===== src/rtl/proc_state_regs_if.sv =====
// Bundle between the control FSM / datapath and the special-register block.
//  slave  : seen by proc_state_regs (commands and flags in, register views out)
//  master : seen by the controller driving the block
// Signals:
//  cmp_f_en, of_f_en, z_f_en   flag-group write enables (L/N, F/C, Z)
//  C_in, L_in, F_in, Z_in, N_in flag values from the datapath
//  pc_op, pc_in                 PC operation and jump/call target
//  instr_en, instr_in           instruction register load
//  call, ret, irq, rti          control-flow commands
//  psr, pc, instr               register views
//  stk_empty, stk_full, stk_err return-stack status
//  dbg_state                    current FSM state (0 = RUN, 1 = ISR)
// There is no valid/ready pairing on this bundle: every command is a level
// sampled on each rising clock edge and always accepted in that cycle, and
// every output is valid at all times.
interface proc_state_regs_if #(
  parameter int ADDR_W  = 16,
  parameter int INSTR_W = 16
);
  logic               cmp_f_en;
  logic               of_f_en;
  logic               z_f_en;
  logic               C_in;
  logic               L_in;
  logic               F_in;
  logic               Z_in;
  logic               N_in;
  logic [1:0]         pc_op;
  logic [ADDR_W-1:0]  pc_in;
  logic               instr_en;
  logic [INSTR_W-1:0] instr_in;
  logic               call;
  logic               ret;
  logic               irq;
  logic               rti;
  logic [15:0]        psr;
  logic [ADDR_W-1:0]  pc;
  logic [INSTR_W-1:0] instr;
  logic               stk_empty;
  logic               stk_full;
  logic               stk_err;
  logic               dbg_state;

  modport slave (
    input  cmp_f_en, of_f_en, z_f_en, C_in, L_in, F_in, Z_in, N_in,
           pc_op, pc_in, instr_en, instr_in, call, ret, irq, rti,
    output psr, pc, instr, stk_empty, stk_full, stk_err, dbg_state
  );

  modport master (
    output cmp_f_en, of_f_en, z_f_en, C_in, L_in, F_in, Z_in, N_in,
           pc_op, pc_in, instr_en, instr_in, call, ret, irq, rti,
    input  psr, pc, instr, stk_empty, stk_full, stk_err, dbg_state
  );
endinterface


===== src/rtl/proc_state_regs.sv =====
// Processor special-register block: PSR flags, PC, instruction register,
// a hardware return-address stack and single-level interrupt entry/exit
// with shadow PC/PSR.
// Ports:
//  clk    rising-edge clock for all state
//  reset  asynchronous active-high reset
//  sr     proc_state_regs_if.slave bundle (commands in, register views out)
// PSR layout: C=bit0 L=bit2 F=bit5 Z=bit6 N=bit7 I=bit15, other bits zero.
module proc_state_regs #(
  parameter int              ADDR_W    = 16,
  parameter int              INSTR_W   = 16,
  parameter int              RET_DEPTH = 4,
  parameter logic [ADDR_W-1:0] RESET_PC = '0,
  parameter logic [ADDR_W-1:0] INT_VEC  = ADDR_W'('h0100)
) (
  input  logic clk,
  input  logic reset,
  proc_state_regs_if.slave sr
);

  localparam int PW = $clog2(RET_DEPTH);
  localparam int CW = PW + 1;

  typedef enum logic {
    ST_RUN = 1'b0,
    ST_ISR = 1'b1
  } state_t;

  state_t              state_q;
  logic [ADDR_W-1:0]   pc_q;
  logic [15:0]         psr_q;
  logic [INSTR_W-1:0]  instr_q;
  logic [CW-1:0]       cnt_q;
  logic [ADDR_W-1:0]   mem_q [RET_DEPTH];
  logic [ADDR_W-1:0]   shadow_pc_q;
  logic [15:0]         shadow_psr_q;
  logic                err_q;

  logic [15:0]         psr_d;
  logic [ADDR_W-1:0]   pc_inc;
  logic [PW-1:0]       top_idx;
  logic                stk_full;
  logic                stk_empty;

  // PSR with only the enabled flag groups replaced; I bit carried through.
  always_comb begin
    psr_d = psr_q;
    if (sr.cmp_f_en) begin
      psr_d[2] = sr.L_in;
      psr_d[7] = sr.N_in;
    end
    if (sr.of_f_en) begin
      psr_d[0] = sr.C_in;
      psr_d[5] = sr.F_in;
    end
    if (sr.z_f_en) begin
      psr_d[6] = sr.Z_in;
    end
  end

  assign pc_inc    = pc_q + {{(ADDR_W-1){1'b0}}, 1'b1};
  // When the stack is full the low bits of cnt_q wrap to 0, so subtracting 1
  // still lands on the last entry.
  assign top_idx   = cnt_q[PW-1:0] - {{(PW-1){1'b0}}, 1'b1};
  assign stk_full  = (cnt_q == CW'(RET_DEPTH));
  assign stk_empty = (cnt_q == '0);

  always_ff @(posedge clk or posedge reset) begin
    if (reset) begin
      state_q      <= ST_RUN;
      pc_q         <= RESET_PC;
      psr_q        <= '0;
      instr_q      <= '0;
      cnt_q        <= '0;
      shadow_pc_q  <= '0;
      shadow_psr_q <= '0;
      err_q        <= 1'b0;
      for (int i = 0; i < RET_DEPTH; i++) mem_q[i] <= '0;
    end else begin
      if (sr.instr_en) instr_q <= sr.instr_in;

      if (state_q == ST_RUN && sr.irq) begin
        // Resume address is the current PC: the interrupted instruction
        // has not been advanced past.
        shadow_pc_q  <= pc_q;
        shadow_psr_q <= psr_d;
        pc_q         <= INT_VEC;
        psr_q        <= 16'h8000;
        state_q      <= ST_ISR;
      end else if (state_q == ST_ISR && sr.rti) begin
        pc_q    <= shadow_pc_q;
        psr_q   <= shadow_psr_q & 16'h7FFF;
        state_q <= ST_RUN;
      end else begin
        if (sr.rti) err_q <= 1'b1;
        psr_q <= psr_d;
        if (sr.call && sr.ret) begin
          err_q <= 1'b1;
        end else if (sr.call) begin
          if (!stk_full) begin
            mem_q[cnt_q[PW-1:0]] <= pc_inc;
            cnt_q                <= cnt_q + {{(CW-1){1'b0}}, 1'b1};
            pc_q                 <= sr.pc_in;
          end else begin
            pc_q  <= pc_inc;
            err_q <= 1'b1;
          end
        end else if (sr.ret) begin
          if (!stk_empty) begin
            pc_q  <= mem_q[top_idx];
            cnt_q <= cnt_q - {{(CW-1){1'b0}}, 1'b1};
          end else begin
            pc_q  <= pc_inc;
            err_q <= 1'b1;
          end
        end else begin
          case (sr.pc_op)
            2'b01:   pc_q <= pc_inc;
            2'b10:   pc_q <= sr.pc_in;
            default: pc_q <= pc_q;
          endcase
        end
      end
    end
  end

  assign sr.psr       = psr_q;
  assign sr.pc        = pc_q;
  assign sr.instr     = instr_q;
  assign sr.stk_empty = stk_empty;
  assign sr.stk_full  = stk_full;
  assign sr.stk_err   = err_q;
  assign sr.dbg_state = state_q;

endmodule


===== src/flat_wrapper.sv =====
// flat-port wrapper written by rule: the top's interface ports become plain ports
module proc_state_regs_flat 
#(
  parameter int              ADDR_W    = 16,
  parameter int              INSTR_W   = 16,
  parameter int              RET_DEPTH = 4,
  parameter logic [ADDR_W-1:0] RESET_PC = '0,
  parameter logic [ADDR_W-1:0] INT_VEC  = ADDR_W'('h0100)
)
  (clk, reset, sr_cmp_f_en, sr_of_f_en, sr_z_f_en, sr_C_in, sr_L_in, sr_F_in, sr_Z_in, sr_N_in, sr_pc_op, sr_pc_in, sr_instr_en, sr_instr_in, sr_call, sr_ret, sr_irq, sr_rti, sr_psr, sr_pc, sr_instr, sr_stk_empty, sr_stk_full, sr_stk_err, sr_dbg_state);
  proc_state_regs_if #(.ADDR_W(ADDR_W), .INSTR_W(INSTR_W)) sr_i ();
  input  logic clk;
  input  logic reset;
  input wire logic [$bits(sr_i.cmp_f_en)-1:0] sr_cmp_f_en;
  input wire logic [$bits(sr_i.of_f_en)-1:0] sr_of_f_en;
  input wire logic [$bits(sr_i.z_f_en)-1:0] sr_z_f_en;
  input wire logic [$bits(sr_i.C_in)-1:0] sr_C_in;
  input wire logic [$bits(sr_i.L_in)-1:0] sr_L_in;
  input wire logic [$bits(sr_i.F_in)-1:0] sr_F_in;
  input wire logic [$bits(sr_i.Z_in)-1:0] sr_Z_in;
  input wire logic [$bits(sr_i.N_in)-1:0] sr_N_in;
  input wire logic [$bits(sr_i.pc_op)-1:0] sr_pc_op;
  input wire logic [$bits(sr_i.pc_in)-1:0] sr_pc_in;
  input wire logic [$bits(sr_i.instr_en)-1:0] sr_instr_en;
  input wire logic [$bits(sr_i.instr_in)-1:0] sr_instr_in;
  input wire logic [$bits(sr_i.call)-1:0] sr_call;
  input wire logic [$bits(sr_i.ret)-1:0] sr_ret;
  input wire logic [$bits(sr_i.irq)-1:0] sr_irq;
  input wire logic [$bits(sr_i.rti)-1:0] sr_rti;
  output wire logic [$bits(sr_i.psr)-1:0] sr_psr;
  output wire logic [$bits(sr_i.pc)-1:0] sr_pc;
  output wire logic [$bits(sr_i.instr)-1:0] sr_instr;
  output wire logic [$bits(sr_i.stk_empty)-1:0] sr_stk_empty;
  output wire logic [$bits(sr_i.stk_full)-1:0] sr_stk_full;
  output wire logic [$bits(sr_i.stk_err)-1:0] sr_stk_err;
  output wire logic [$bits(sr_i.dbg_state)-1:0] sr_dbg_state;
  assign sr_i.cmp_f_en = sr_cmp_f_en;
  assign sr_i.of_f_en = sr_of_f_en;
  assign sr_i.z_f_en = sr_z_f_en;
  assign sr_i.C_in = sr_C_in;
  assign sr_i.L_in = sr_L_in;
  assign sr_i.F_in = sr_F_in;
  assign sr_i.Z_in = sr_Z_in;
  assign sr_i.N_in = sr_N_in;
  assign sr_i.pc_op = sr_pc_op;
  assign sr_i.pc_in = sr_pc_in;
  assign sr_i.instr_en = sr_instr_en;
  assign sr_i.instr_in = sr_instr_in;
  assign sr_i.call = sr_call;
  assign sr_i.ret = sr_ret;
  assign sr_i.irq = sr_irq;
  assign sr_i.rti = sr_rti;
  assign sr_psr = sr_i.psr;
  assign sr_pc = sr_i.pc;
  assign sr_instr = sr_i.instr;
  assign sr_stk_empty = sr_i.stk_empty;
  assign sr_stk_full = sr_i.stk_full;
  assign sr_stk_err = sr_i.stk_err;
  assign sr_dbg_state = sr_i.dbg_state;
  proc_state_regs #(.ADDR_W(ADDR_W), .INSTR_W(INSTR_W), .RET_DEPTH(RET_DEPTH), .RESET_PC(RESET_PC), .INT_VEC(INT_VEC)) u_core (.clk(clk), .reset(reset), .sr(sr_i));
endmodule

===== config.mk =====
export PLATFORM = sky130hd
export DESIGN_NAME = proc_state_regs_flat
export DESIGN_NICKNAME = d
export VERILOG_FILES = /design/src/rtl/proc_state_regs_if.sv /design/src/rtl/proc_state_regs.sv /design/src/flat_wrapper.sv
export SDC_FILE = /design/constraint.sdc
export NUM_CORES = 1
export LEC_CHECK = 0
export CORE_MARGIN = 5
export CORE_UTILIZATION = 59
export CTS_BUF_LIST = sky130_fd_sc_hd__clkbuf_16
export DETAILED_ROUTE_END_ITERATION = 8
export GPL_ROUTABILITY_DRIVEN = 1
export PLACE_DENSITY_LB_ADDON = 0.1
export SLEW_MARGIN = 5
export SYNTH_ARGS = -nofsm -noshare
export SYNTH_HDL_FRONTEND = slang
export SYNTH_SLANG_ARGS = --single-unit
export TNS_END_PERCENT = 100

===== constraint.sdc =====
create_clock -name clk -period 8.2 [get_ports clk]
set_input_delay 2.46 -clock clk [delete_from_list [all_inputs] [get_ports clk]]
set_output_delay 2.46 -clock clk [all_outputs]
set_load 0.02 [all_outputs]

==> results.tsv, run 1 <==
stage	metric	value	unit
outcome	status	completed	
cts	Max H-tree Level	4	
logic_synthesis	Seq cells post-synth	147	
cts	clk sinks	147	
timing	Final min period	5.23	ns
logic_synthesis	Post-synth EDFFs	0	
timing	Hold Vio Cnt, Final	0	
timing	worst slew pin tran	1.13	ns
routing	vias per cell	6.03	
cts	Root Driver	clkbuf_16	
placed_design	PortBufs	100	
layout	Fillers	855	
cts	clk buf depth	2	
hold_path	Hold Crit Class	flop to flop	
hold_path	hold-critical path endpoint	u_core.mem_q[53]	
setup_path	Worst Reg-to-Reg Cells	5	
routing	# DRC	0	
floorplanning	Starting Density	0.599	
grt	vias in the first global route	5882	
setup_path	crit path kind	flop to output port	
hold_path	hold_sp	u_core.mem_q[53]	
power_and_ir_drop	VDD IR max	0.200	mV
cts	Gates resized, CTS repair	0	
logic_synthesis	predominant post-synthesis flop cell	dfrtp_1	
routing	wire length per cell	19.6	um
timing	Post-Route Skew	0.00634	ns
power_and_ir_drop	leakage	3.84	nW
floorplanning	die area	0.0144	mm2
timing	Max Freq	191	MHz
floorplanning	die width	120	um
logic_synthesis	Synth area leader	dfrtp_1	
cts	clock latency on the worst-skew pair	0.43	ns
logic_synthesis	most frequent cell after synthesis	nand2_1	
hold_path	Worst Hold Depth	2	
floorplanning	Rows	40	
logic_synthesis	share of the synthesized area in the top cell type	0.514	
layout	final core area utilization	0.728	
layout	Nets	835	
setup_path	worst flop-to-flop path startpoint	u_core.sr.psr[15]	
placed_design	DP Wirelength	12400	um
logic_synthesis	post-synthesis sequential area ratio	0.514	
setup_path	Cell Chain, Critical Path	inv_1 -> ha_1 -> nand2_1 -> inv_1 -> clkdlybuf4s50_1	
setup_path	most frequent CP cell	inv_1	
setup_path	slowest stage delay, CP	0.71	ns
grt	largest net degree at the start of global routing	85	
logic_synthesis	Yosys warning total	0	
timing	RSZ-0062 raised after global routing	no	
routing	drt first pass iters	5	
floorplanning	Core ar.	0.0120	mm2
timing	relative slew slack	0.247	
logic_synthesis	Synth top cells by count	164 x nand2_1, 147 x dfrtp_1, 80 x o21ai_0	
power_and_ir_drop	power density over cell area	333	mW/mm2
timing	Final Max Slew Viols	0	
setup_path	cell at the slowest stage of the critical path	clkdlybuf4s50_1	
logic_synthesis	synthesized area	0.00716	mm2
layout	Layout area overhead	21.6	%
logic_synthesis	Syn Nets	766	
timing	Tcrit/Tclk final	0.638	
grt	initial antenna violation count	0	
grt	first-pass GRT wire length	30500	um
logic_synthesis	synth top area cells	dfrtp_1 51%, nand2_1 8.6%, o21ai_0 5.6%	
logic_synthesis	Post-synth ARST share	1.00	
floorplanning	Ports	101	
routing	Routed Antenna Nets	0	
timing	final setup fails	0	
setup_path	Crit. End Element	output port	
setup_path	reg-to-reg endpoint	u_core.mem_q[33]	
setup_path	Critical Path Fanout Max	15	
floorplanning	Die Y	120	um
routing	Detailed Route Iter0 Violations	469	
cts	CTS buffer count	17	
cts	CTS Hold Bufs	0	
timing	final setup TNS	0	ns
setup_path	CP required	5.74	ns
grt	GRT Overall Usage	0.269	
setup_path	Startpoint Class	flop	
logic_synthesis	cells after synthesis	708	
logic_synthesis	synth unique cells	56	
routing	Vias	5654	
setup_path	crit path DAT	2.77	ns
grt	GRT overflow	0	
flow_run	max-cap viol count	0	
timing	hold slack	0.475	ns
placed_design	Placer Congestion	0.874	
cts	CTS tree	done	
setup_path	Largest delay share family, worst path	buffers and inverters	
layout	ratio of cells with drive above 1 in the final layout	0.106	
routing	Routed Wire Length	18400	um
cts	CTS clk-pin slew, worst paths	0.06	ns
cts	postcts setup bufs	0	
logic_synthesis	synthesized area per cell	10.1	um2
setup_path	R2R Setup Slk	5.42	ns
layout	Antenna Cells	0	
setup_path	Bufs and invs on worst path	3	
## worst reg2reg max path, cell delays in order, from the launching register on
cell and delay (ns):
dfrtp_1 0.46, and2_1 0.34, buf_4 0.30, nor4_2 0.39, nand2_1 0.67, mux2_2 0.51
## layout by cell type, fill, tap and decap left out, types with 10 or more instances in the layout
master           synthesis  routed
nand2_1                164     164
dfrtp_1                147     147
clkdlybuf4s50_1          0     100
o21ai_0                 80      80
nor2_1                  24      24
mux2_2                  22      22
a21oi_1                 21      21
clkbuf_16                0      17
nand3_1                 16      16
a22o_1                  16      16
inv_1                   13      15
mux4_2                  15      15
xnor2_1                 12      12
a211oi_1                10      10
## where the power goes
group	internal, mW	switching [mW]
Sequential	0.951	0.196
Clock	0.500	0.295
Combinational	0.430	0.533
Total	1.88	1.02
## area by class of cell
class,instances,area [um2],area share
inverters,13,53.8,0.00618
flip-flops and latches,147,3680,0.422
clock inverters,15,174,0.0200
multi-input cells,492,3150,0.362
well taps,147,184,0.0211
repair buffers,106,1050,0.120
clock buffers,17,425,0.0488
## kinds of logic (layout without fill, tap and decap cells)
kind of cell | after synthesis | count (layout) | synth area share
buffers and inverters | 69 | 151 | 0.0468
DFF | 147 | 147 | 0.514
muxes | 45 | 45 | 0.0929
and+or+nand+nor | 248 | 248 | 0.156
xor gates and xnor gates | 16 | 16 | 0.0196
adders and majority gates | 9 | 9 | 0.0168
AOI/OAI and AO/OA | 174 | 174 | 0.154
## layer usage
metal / GRT usage / share of wire
met1: 0.352 / 0.42
met2: 0.439 / 0.49
met3: 0.0655 / 0.070
met4: 0.0988 / 0.028
met5: 0 / 0
## how the worst max path moves through the flow
| stage | from | to | slack (ns) | cells after the start |
|---|---|---|---|---|
| after global routing | u_core.cnt_q[1] | sr_stk_full | 2.82 | 5 |
| final | u_core.cnt_q[1] | sr_stk_full | 2.97 | 5 |
| after CTS | u_core.cnt_q[1] | sr_stk_full | 3.00 | 5 |
| after detailed placement | sr_call | u_core.mem_q[1] | 2.73 | 5 |
| after floorplan | reset | u_core.cnt_q[0] | 1.79 | 1 |
| after global placement | sr_call | u_core.mem_q[33] | 2.78 | 5 |
## sequential cells by signal, summed over array words and instances (netlist names)
register / flops
u_core.shadow_pc_q: 16
u_core.sr.psr: 16
u_core.mem_q: 64
u_core.cnt_q: 3
u_core.sr.pc: 16
u_core.sr.stk_err: 1
u_core.sr.instr: 16
u_core.shadow_psr_q: 15
## metrics by stage
step	total power [mW]	std cells	area [um2]	worst slack, ns
finish	2.90	937	8710	2.97
global route	3.07	937	8710	2.82
CTS	2.92	937	8710	3.00
detailed placement	2.12	905	8110	2.73
global placement	2.08	905	8110	2.78
floorplan	1.78	708	7160	1.79
No activity file was read; power rests on OpenSTA's default activity.
==> inputs of run 2 (changes only) <==
CORE_UTILIZATION = 55   (was 59)
clock period = 4.9 ns   (was 8.2 ns; I/O delays follow)
==> run 2 against run 1 <==
  * Final cell count increased by 3.5%
  * Total power increased by 64%
  * Non-clock buffer count increased by 9
  * Core utilization decreased by 3.6 points
  * Largest power group unchanged
  * Critical path type unchanged
  * Clock skew increased by 0.0024 ns
  * Critical path depth unchanged
  * Via count increased by 1.4%
  * Sequential power increased by 67%
  * Sequential share of layout area decreased by 0.28 points
==> results.tsv, run 2 (synthesis gave the netlist of run 1 again) <==
stage	metric	value	unit	change
timing	final setup TNS	0	ns	unchanged
layout	ratio of cells with drive above 1 in the final layout	0.118		+0.0115
grt	initial antenna violation count	0		unchanged
grt	GRT Overall Usage	0.260		-0.00979
routing	Detailed Route Iter0 Violations	445		-5.1%
routing	Routed Wire Length	18700	um	+1.9%
routing	wire length per cell	19.3	um	-1.6%
cts	clk buf depth	2		unchanged
setup_path	CP required	3.43	ns	-2.31 ns
outcome	status	completed		
placed_design	PortBufs	100		unchanged
floorplanning	Core ar.	0.0127	mm2	+5.9%
grt	GRT overflow	0		unchanged
timing	Hold Vio Cnt, Final	0		unchanged
setup_path	crit path DAT	2.78	ns	about the same
timing	relative slew slack	0.453		+0.206
floorplanning	Starting Density	0.565		-0.0335
routing	Vias	5732		+1.4%
timing	final setup fails	0		unchanged
floorplanning	die width	124	um	+3.3%
cts	CTS tree	done		
cts	postcts setup bufs	0		unchanged
grt	vias in the first global route	5759		-2.1%
timing	Tcrit/Tclk final	0.867		
floorplanning	Die Y	124	um	+3.3%
grt	first-pass GRT wire length	30400	um	-0.41%
power_and_ir_drop	VDD IR max	0.331	mV	+65%
floorplanning	Rows	41		+2.5%
timing	Max Freq	236	MHz	
layout	most common library cell in the layout ignoring fill and taps	nand2_1		
cts	CTS clk-pin slew, worst paths	0.06	ns	about the same
timing	worst slew pin tran	0.821	ns	-0.305 ns
cts	Max H-tree Level	4		unchanged
layout	non-filler instance count after layout	970		+3.5%
routing	drt first pass iters	5		unchanged
layout	Largest register FFs	64		unchanged
layout	Fillers	981		+15%
layout	Most flops, register	u_core.mem_q		
cts	clk sinks	147		unchanged
floorplanning	die area	0.0154	mm2	+6.7%
timing	RSZ-0062 raised after global routing	no		
cts	clock latency on the worst-skew pair	0.42	ns	about the same
routing	Routed Antenna Nets	0		unchanged
timing	Post-Route Skew	0.00876	ns	+0.00242 ns
setup_path	Critical Path Fanout Max	15		unchanged
layout	most frequent cells in the layout	164 x nand2_1, 147 x dfrtp_1, 100 x clkdlybuf4s50_1		
layout	Layout area overhead	22.5	%	
flow_run	max-cap viol count	0		unchanged
setup_path	crit path kind	flop to output port		
grt	largest net degree at the start of global routing	79		-7.1%
floorplanning	Ports	101		unchanged
setup_path	Crit. End Element	output port		
routing	# DRC	0		unchanged
timing	Final Max Slew Viols	0		unchanged
hold_path	Hold Crit Class	flop to flop		
layout	Antenna Cells	0		unchanged
placed_design	Placed Cells incl. Taps	939		+3.8%
routing	vias per cell	5.91		-2.1%
cts	CTS buffer count	17		unchanged
cts	Gates resized, CTS repair	0		unchanged
placed_design	DP Wirelength	13300	um	+7.0%
timing	Final min period	4.25	ns	
placed_design	Placer Congestion	0.866		-0.92%
power_and_ir_drop	leakage	3.85	nW	+0.18%
cts	CTS Hold Bufs	0		unchanged
layout	Nets	844		+1.1%
power_and_ir_drop	power density over cell area	545	mW/mm2	+63%
setup_path	Startpoint Class	flop		
cts	Root Driver	clkbuf_16		
[run 2: changes by cell type in the layout (fill, tap and decap cells not counted)]
| cell | previous run | this run |
|---|---|---|
| clkinv_2 | 2 | 4 |
| buf_4 | 6 | 14 |
| bufinv_16 | 4 | 2 |
| clkinv_4 | 2 | 1 |
| buf_12 | 0 | 1 |
| inv_1 | 15 | 13 |
| clkinvlp_4 | 0 | 3 |
| inv_6 | 1 | 0 |
[run 2: path summary, 6_finish.rpt]
check | startpoint | to | slack [ns] | cells after the start
max | u_core.cnt_q[1] | sr_stk_full | 0.65 | 5
min | u_core.sr.stk_err | u_core.sr.stk_err | 0.47 | 1
max reg2reg | u_core.cnt_q[1] | u_core.mem_q[39] | 2.18 | 8
min reg2reg | u_core.sr.stk_err | u_core.sr.stk_err | 0.47 | 1
max in group asynchronous | reset | u_core.sr.psr[15] | 2.45 | 3
min in group asynchronous | reset | u_core.mem_q[43] | 1.54 | 2
[run 2: power breakdown]
group	leakage [nW]	switching, mW	total [mW]	internal, mW
clock	0.269	0.478	1.21	0.732
sequential	1.88	0.328	1.92	1.59
combinational	1.69	0.915	1.65	0.733
[run 2: metrics by stage]
step / utilization / setup WS (ns) / cell area [um2] / hold WS, ns / power, mW
after floorplan: - / 1.58 / 7170 / 0.441 / 2.98
after global placement: 0.649 / 0.778 / 8220 / 0.455 / 3.51
after detailed placement: 0.649 / 0.699 / 8220 / 0.457 / 3.58
after CTS: 0.692 / 0.710 / 8770 / 0.480 / 4.81
after global routing: 0.692 / 0.487 / 8770 / 0.501 / 5.06
final: 0.692 / 0.654 / 8770 / 0.473 / 4.78
[run 2: final cells by class]
type	instances	area, um2	area share
Clock buffer	17	425	0.0485
Multi-Input combinational cell	492	3150	0.359
Tap cell	172	215	0.0245
Clock inverter	14	123	0.0140
Timing Repair Buffer	115	1130	0.128
Inverter	13	52.6	0.00599
Sequential cell	147	3680	0.419
[run 2: routing by layer]
layer,global-route usage,part of all wire
met5,0,0
met4,0.0767,0.016
met3,0.0663,0.073
met2,0.417,0.49
met1,0.350,0.42
[run 2: critical path, cell delays in order (launching register included)]
cell and delay [ns]:
dfrtp_1 0.44, inv_1 0.11, ha_1 0.37, nand2_1 0.27
inv_1 0.47, clkdlybuf4s50_1 0.71
==> inputs of run 3 (changes only) <==
ABC_CLOCK_PERIOD_IN_PS = 4900   (was default)
TNS_END_PERCENT = default   (was 100)
==> results of run 3 <==
Final layout, timing and power as in run 2 (identical DEF).
